### config.mk
export PLATFORM = sky130hd
export DESIGN_NAME = zigzag_buffer_flat
export DESIGN_NICKNAME = d
export VERILOG_FILES = /design/src/rtl/zigzag_buffer_if.sv /design/src/rtl/zigzag_buffer.sv /design/src/flat_wrapper.sv
export SDC_FILE = /design/constraint.sdc
export NUM_CORES = 1
export LEC_CHECK = 0
export CAP_MARGIN = 10
export CORE_MARGIN = 3
export CORE_UTILIZATION = 53
export CTS_BUF_LIST = sky130_fd_sc_hd__clkbuf_8 sky130_fd_sc_hd__clkbuf_16
export DETAILED_ROUTE_END_ITERATION = 16
export PLACE_DENSITY = 0.86
export SETUP_SLACK_MARGIN = 0.4
export SYNTH_ARGS = -nofsm -noshare
export SYNTH_HDL_FRONTEND = slang
export SYNTH_SLANG_ARGS = --single-unit
### constraint.sdc
create_clock -name clk_in -period 56.1 [get_ports clk_in]
set_input_delay 11.22 -clock clk_in [delete_from_list [all_inputs] [get_ports clk_in]]
set_output_delay 11.22 -clock clk_in [all_outputs]
set_load 0.01 [all_outputs]
### src/rtl/zigzag_buffer_if.sv
// Coefficient-in / block-out bundle for zigzag_buffer: raster input handshake,
// parallel zigzag block output with ack, and the fill counter.
interface zigzag_buffer_if #(
    parameter int unsigned DATA_W = 8
);
    logic              in_valid;
    logic [DATA_W-1:0] in_data;
    logic              in_ready;
    logic [DATA_W-1:0] data_out [0:63];
    logic              valid_out;
    logic              out_ack;
    logic [5:0]        wr_count;

    modport master (
        output in_valid, in_data, out_ack,
        input  in_ready, data_out, valid_out, wr_count
    );

    modport slave (
        input  in_valid, in_data, out_ack,
        output in_ready, data_out, valid_out, wr_count
    );
endinterface

### src/rtl/zigzag_buffer.sv
// Raster-to-zigzag 8x8 block buffer. Define ZIGZAG_PINGPONG_EN for two banks
// (fill one while the other is held); otherwise a single bank fills then holds.
module zigzag_buffer #(
    parameter int unsigned DATA_W = 8
) (
    input logic           clk_in,
    input logic           rst_in,
    zigzag_buffer_if.slave bus
);
    typedef enum logic {FILL, FULL} bank_state_t;

    // Raster index -> zigzag position.
    localparam int unsigned ZZ [64] = '{
         0,  1,  5,  6, 14, 15, 27, 28,
         2,  4,  7, 13, 16, 26, 29, 42,
         3,  8, 12, 17, 25, 30, 41, 43,
         9, 11, 18, 24, 31, 40, 44, 53,
        10, 19, 23, 32, 39, 45, 52, 54,
        20, 22, 33, 38, 46, 51, 55, 60,
        21, 34, 37, 47, 50, 56, 59, 61,
        35, 36, 48, 49, 57, 58, 62, 63
    };

    logic [5:0] wr_cnt;
    logic [5:0] zz_pos;
    logic       accept;
    logic       ack_hit;

    always_comb zz_pos = 6'(ZZ[wr_cnt]);

    assign bus.wr_count = wr_cnt;

`ifdef ZIGZAG_PINGPONG_EN
    logic [DATA_W-1:0] mem [2][64];
    bank_state_t       state [2];
    logic              wr_ptr;
    logic              rd_ptr;

    assign bus.in_ready  = (state[wr_ptr] == FILL);
    assign bus.valid_out = (state[rd_ptr] == FULL);
    assign accept        = bus.in_valid && bus.in_ready;
    assign ack_hit       = bus.out_ack && bus.valid_out;

    always_comb begin
        for (int unsigned i = 0; i < 64; i++) bus.data_out[i] = mem[rd_ptr][i];
    end

    // accept and ack_hit always target different banks when both fire,
    // so the two state updates below never collide.
    always_ff @(posedge clk_in or posedge rst_in) begin
        if (rst_in) begin
            for (int unsigned b = 0; b < 2; b++) begin
                state[b] <= FILL;
                for (int unsigned i = 0; i < 64; i++) mem[b][i] <= '0;
            end
            wr_ptr <= 1'b0;
            rd_ptr <= 1'b0;
            wr_cnt <= '0;
        end else begin
            if (accept) begin
                mem[wr_ptr][zz_pos] <= bus.in_data;
                wr_cnt              <= wr_cnt + 6'd1;
                if (wr_cnt == 6'd63) begin
                    state[wr_ptr] <= FULL;
                    wr_ptr        <= ~wr_ptr;
                end
            end
            if (ack_hit) begin
                state[rd_ptr] <= FILL;
                rd_ptr        <= ~rd_ptr;
            end
        end
    end
`else
    logic [DATA_W-1:0] mem [64];
    bank_state_t       state;

    assign bus.in_ready  = (state == FILL);
    assign bus.valid_out = (state == FULL);
    assign accept        = bus.in_valid && bus.in_ready;
    assign ack_hit       = bus.out_ack && bus.valid_out;

    always_comb begin
        for (int unsigned i = 0; i < 64; i++) bus.data_out[i] = mem[i];
    end

    always_ff @(posedge clk_in or posedge rst_in) begin
        if (rst_in) begin
            state <= FILL;
            for (int unsigned i = 0; i < 64; i++) mem[i] <= '0;
            wr_cnt <= '0;
        end else begin
            if (accept) begin
                mem[zz_pos] <= bus.in_data;
                wr_cnt      <= wr_cnt + 6'd1;
                if (wr_cnt == 6'd63) state <= FULL;
            end
            if (ack_hit) state <= FILL;
        end
    end
`endif
endmodule

### src/flat_wrapper.sv
// flat-port wrapper written by rule: the top's interface ports become plain ports
module zigzag_buffer_flat 
#(
    parameter int unsigned DATA_W = 8
)
  (clk_in, rst_in, bus_in_valid, bus_in_data, bus_out_ack, bus_in_ready, bus_data_out, bus_valid_out, bus_wr_count);
  zigzag_buffer_if #(.DATA_W(DATA_W)) bus_i ();
  input logic clk_in;
  input logic rst_in;
  input wire logic [$bits(bus_i.in_valid)-1:0] bus_in_valid;
  input wire logic [$bits(bus_i.in_data)-1:0] bus_in_data;
  input wire logic [$bits(bus_i.out_ack)-1:0] bus_out_ack;
  output wire logic [$bits(bus_i.in_ready)-1:0] bus_in_ready;
  output wire logic [$bits(bus_i.data_out)-1:0] bus_data_out;
  output wire logic [$bits(bus_i.valid_out)-1:0] bus_valid_out;
  output wire logic [$bits(bus_i.wr_count)-1:0] bus_wr_count;
  assign bus_i.in_valid = bus_in_valid;
  assign bus_i.in_data = bus_in_data;
  assign bus_i.out_ack = bus_out_ack;
  assign bus_in_ready = bus_i.in_ready;
  assign bus_data_out = {>>{bus_i.data_out}};
  assign bus_valid_out = bus_i.valid_out;
  assign bus_wr_count = bus_i.wr_count;
  zigzag_buffer #(.DATA_W(DATA_W)) u_core (.clk_in(clk_in), .rst_in(rst_in), .bus(bus_i));
endmodule
# Yosys cells after proc, flatten, opt, wreduce, memory -nomap -nowiden
# Memory sizes are Yosys's and may differ from the RTL's.
# Cells that the tools add are included.
# classes
addsub,1
magnitude_cmp,3
eq_ne,1
muxes,8
bitwise,3
reduce_logical,6
# ops
cell,n
$bwmux W512,1
$demux W8 S6,1
$ge A7 B7 Y1 const B,2
$not A6 Y7,2
$mux W6,2
$mux W8,1
$lt A7 B1 Y1 const B,1
$add A6 B1 Y6 const B,1
$eq A6 B6 Y1 const B,1
$reduce_bool A2 Y1,2
$logic_and A1 B1 Y1,3
$mux W1,3
$reduce_and A2 Y1,1
$not A1 Y1,1
# totals
reg_bits,519
rom_bits,2048
inputBits,12
output_inout_bits,520
wordCells,89
memories,1
# mem_list
memory,depth,width,rd,rd_clocked_by_memory_dff,wr,line_no,text
(no name shown),64,32,1,0,0,zigzag_buffer.sv:29,always_comb zz_pos = 6'(ZZ[wr_cnt]);

# Depth between registers and ports, before layout
# depth
ltp_word,10
ltp_mapped,13
depth_no_buf,9

# Worst setup path before layout
# OpenSTA, ideal clock, no wires.
# synth_timing
path_type,input port to flip-flop
startpoint,input port bus_in_valid
endpoint,register u_core.mem (netlist bit u_core.bus.data_out[456])
setup_time_ns,0.125
arrival_time_ns,13.281
required_ns,55.975
setup_slack_ns,42.694
path_stages,9
path_buffers,3
path_cell_list,nor2b_1 clkbuf_1 o41a_1 or3b_1 or3_1 buf_2 nor2b_1 buf_2 mux2_2
# synth_via
elab_chain_cells,1
# synth_lines
element,line_no,text
"start, declared",flat_wrapper.sv:10,input wire logic [$bits(bus_i.in_valid)-1:0] bus_in_valid;
$logic_and A1 B1 Y1,zigzag_buffer.sv:80,assign accept = bus.in_valid && bus.in_ready;
"end signal, assigned by index",zigzag_buffer.sv:94,mem[zz_pos] <= bus.in_data;
"end, declared",zigzag_buffer.sv:75,logic [DATA_W-1:0] mem [64];
# Every way passes these cells.
# A chain may end at the register's enable or synchronous reset.

# Worst setup path in the final report
# layout_timing
startpoint,input port bus_in_valid
endpoint,register u_core.mem (netlist bit u_core.bus.data_out[44])
# The elaborated chain is that of the path after synthesis.

==> results.md <==
- In the routed design, unresolved DRC markers number 0.
- The layout net count is 1904.
- The layout has around 2400 filler cells.
- The via count of the first global-routing pass is 14400.
- TritonCTS built the clock tree.
- The share of the synthesized area in the top cell type is 61.9%.
- The proportion of power drawn by flip-flops and latches is 36.0%.
- The share of flip-flops with an asynchronous set or reset is 100%.
- For the final database, setup skew stands at 0.0232 ns.
- For the final routed database, the setup TNS stands at 0 ns.
- The die covers 42000 um^2.
- The commonest cells after synthesis are dfrtp_1 (519), mux2_2 (493), clkbuf_1 (51).
- The transition at the pin with the smallest max-transition slack is around 1.2 ns.
- The finished layout holds roughly 2400 standard cells, fillers aside.
- Across the run, the number of max-cap violations was 0.
- The routed length on met1 is 25.2 mm.
- The clock transition at the register clock pins on the worst setup and hold paths after CTS is 0.07 ns.
- The antenna diode count is 0.
- In this run the tightest slew margin relative to its limit is 20.7%.
- Counting every instance in the synthesized netlist gives 1383.
- The global-route total usage across every layer is 30.3%.
- The number of flops mapped to enable cells by yosys is 0.
- STA classifies the critical path endpoint as a flip-flop.
- The routed layout has around 14000 vias.
- The power density normalized to cell area is around 60 nW/um^2.
- The first-pass GRT wire length is 95.2 mm.
- The number of hold violations in the final report is 0.
- The number of nets handed over by synthesis was 1408.
- After floorplanning, the core was sized to cover 38800 um^2.
- The arrival time reported for the critical path endpoint is about 15 ns.
- The part of the cycle the worst path needs is 25.4%.
- The post-detailed-routing wire length is 64.0 mm.
- The violation count after the first detailed-routing iteration is 807.
- The met3 wire length is 5.57 mm.
- The count of buffers from port buffering is 531.
- The initial antenna violation count is 0.
- The total length of routed met2 wires is 31.1 mm.
- The overall overflow remaining after global route is 0.
- Counting distinct cell types in the post-synthesis netlist gives 65.
- The first-pass iteration count of the detailed router is 5.
- The routed via count divided by cell count is 5.64.
- Setup violations remaining at the end of the flow were counted as 0.
- The flop and latch count out of synthesis is 519.
- The switching fraction of total power is 33.7%.
- The startpoint-to-endpoint class of the critical path is input port to flip-flop.
- In this run, post-CTS hold repair placed 0 buffers.
- In this run, CTS created clock tree buffers numbering 52.
- Per report_power, the combinational group accounts for 43.6% of the total.
- The pin count of the biggest net entering global routing is 167.
- The startpoint kind of the worst setup timing path is an input port.
- Cells with a size suffix above 1 make up 33.9% of the layout.
- The standby leakage power is around 13 nW.
- The floorplan has 72 rows.
- The number of I/O pins is 532.
- Measured on the finished design, the core utilization comes to 72.6%.
- Each instance of the synthesized netlist takes up on average 15.2 um^2.
- Cell internal power was estimated by the tool at 1.10 mW.
- The dominant cell by count in the synthesized netlist is dfrtp_1.
- The largest fanout on the critical path is 8.
- The run finished with clean final reports.
- Of all cell types, the one taking the most synthesized area is dfrtp_1.
- Signal routing reaches up to met4.
- The area added between synthesis and finish is 34.5%.
- Of the synthesized area, sequential elements account for 61.9%.
- The starting density of the core is 54.0%.
- The quantity of gates resized following cts is 0.
- The required time reported for the critical path endpoint is 56.56 ns.
- The net switching component of the power is 559 uW.
- Measured along the x axis, the die boundary spans 205 um.
- The master cell of the clock root buffer is clkbuf_16.
- Clock tree synthesis found a total of 519 sinks.
- Setup repair after global routing left no endpoint under its margin.
- The worst-case clock buffer depth is 3.
- After detailed routing, the average wire length per cell comes to 26.3 um.
- The number of synthesis warnings is 0.
- The H-tree was split into 2 levels.
- The post-CTS setup buffer count is 0.
- The path class of the tightest hold or removal check is flip-flop to flip-flop.
- The shortest period the worst path allows is 14.26 ns.
- The clock share of power is 20.4%.
- The cell count after placement is 2343.
- The clock latency of the later-clocked register in the worst-skew pair is 0.59 ns.
- The most common flop cell mapped by yosys is dfrtp_1.
- The placer congestion estimate is 0.901.
- VDD sags by at most 0.0401 mV.
- Yosys attributes the largest share of cell area to dfrtp_1 (62%), mux2_2 (26%), clkbuf_1 (0.91%).
- On the final layout, the worst hold slack is just under 0.5 ns.
- The final number of max-transition violations is 0.
- The remaining antenna violation count is 0.
- The achievable clock frequency is about 70 MHz.
- The synthesized cell area is 21000 um^2.
- The total half-perimeter wirelength after legalization and detailed placement is around 42 mm.
- The die is about 200 um tall.
## logic make-up after synthesis
group,count (synthesis),share of synthesized area (%)
muxes,519,28.0
xor gates and xnor gates,6,0.251
DFF,519,61.9
and+or+nand+nor,151,4.33
buffers and inverters,114,2.61
AOI/OAI and AO/OA,61,2.10
adders and majority gates,13,0.776
## worst paths after layout
kind / start / end / slack [ns] / cells past startpoint
hold / removal: u_core.bus.data_out[453] / u_core.bus.data_out[453] / 0.49 / 1
max in group asynchronous: rst_in / u_core.bus.data_out[472] / 42.43 / 4
hold reg to reg: u_core.bus.data_out[453] / u_core.bus.data_out[453] / 0.49 / 1
setup / recovery: bus_in_valid / u_core.bus.data_out[44] / 41.84 / 7
setup reg to reg: u_core.bus.wr_count[1] / u_core.bus.data_out[73] / 51.58 / 9
min in group asynchronous: rst_in / u_core.bus.data_out[180] / 11.21 / 2
## power by group through the flow
stage | Combinational [mW] | Sequential (mW) | Clock (mW)
floorplan | 0.274 | 0.651 | 0
global placement | 0.710 | 0.591 | 0
detailed placement | 0.723 | 0.600 | 0
CTS | 0.729 | 0.597 | 0.342
global route | 0.765 | 0.613 | 0.358
finish | 0.724 | 0.597 | 0.338
## worst max-delay path: stages
cell and delay [ns]:
clkdlybuf4s50_1 0.50, nor2b_1 0.52, o41a_1 0.28, or3b_1 0.44
nor3b_2 0.88, nand2_1 0.46, mux2_2 0.41
## layout by cell type, fill, tap and decap left out, types with 7 or more instances in the layout
master,count
mux2_4,9
nand2_2,24
clkdlybuf4s50_1,523
buf_2,7
o21ai_0,10
a21oi_1,15
nand2b_1,8
dfrtp_1,519
buf_4,14
and2_1,7
nor2b_1,16
clkbuf_8,15
nor2_1,11
and3_1,9
inv_1,21
mux2_1,11
clkbuf_16,54
ha_1,13
clkinv_2,9
mux2_2,493
nand2_1,33
## registers in the layout, indices dropped and copies added, names as in the netlist
signal                flops
u_core.bus.data_out     512
u_core.bus.valid_out      1
u_core.bus.wr_count       6
## through the flow
step	setup WS, ns	power, mW	cell area [um^2]
after CTS	41.87	1.67	28200
after floorplan	30.38	0.925	21000
after global routing	41.64	1.74	28200
final	41.84	1.66	28200
after global placement	41.41	1.30	26500
after detailed placement	41.24	1.32	26500
## final cells by class
class / count / area (um^2) / share of cell area [%]
clock inverters: 23 / 120 / 0.426
flip-flops and latches: 519 / 13000 / 46.1
well taps: 518 / 648 / 2.30
clock buffers: 69 / 1560 / 5.52
multi-input cells: 750 / 7440 / 26.4
inverters: 11 / 48.8 / 0.173
repair buffers: 545 / 5400 / 19.1
## metal layers
metal,GRT usage (%),vias to the layer above
li1,-,5857
met5,0,-
met1,38.0,7196
met2,50.2,567
met4,10.3,0
met3,9.47,113
Note: power is estimated with default switching activity, not from simulation.
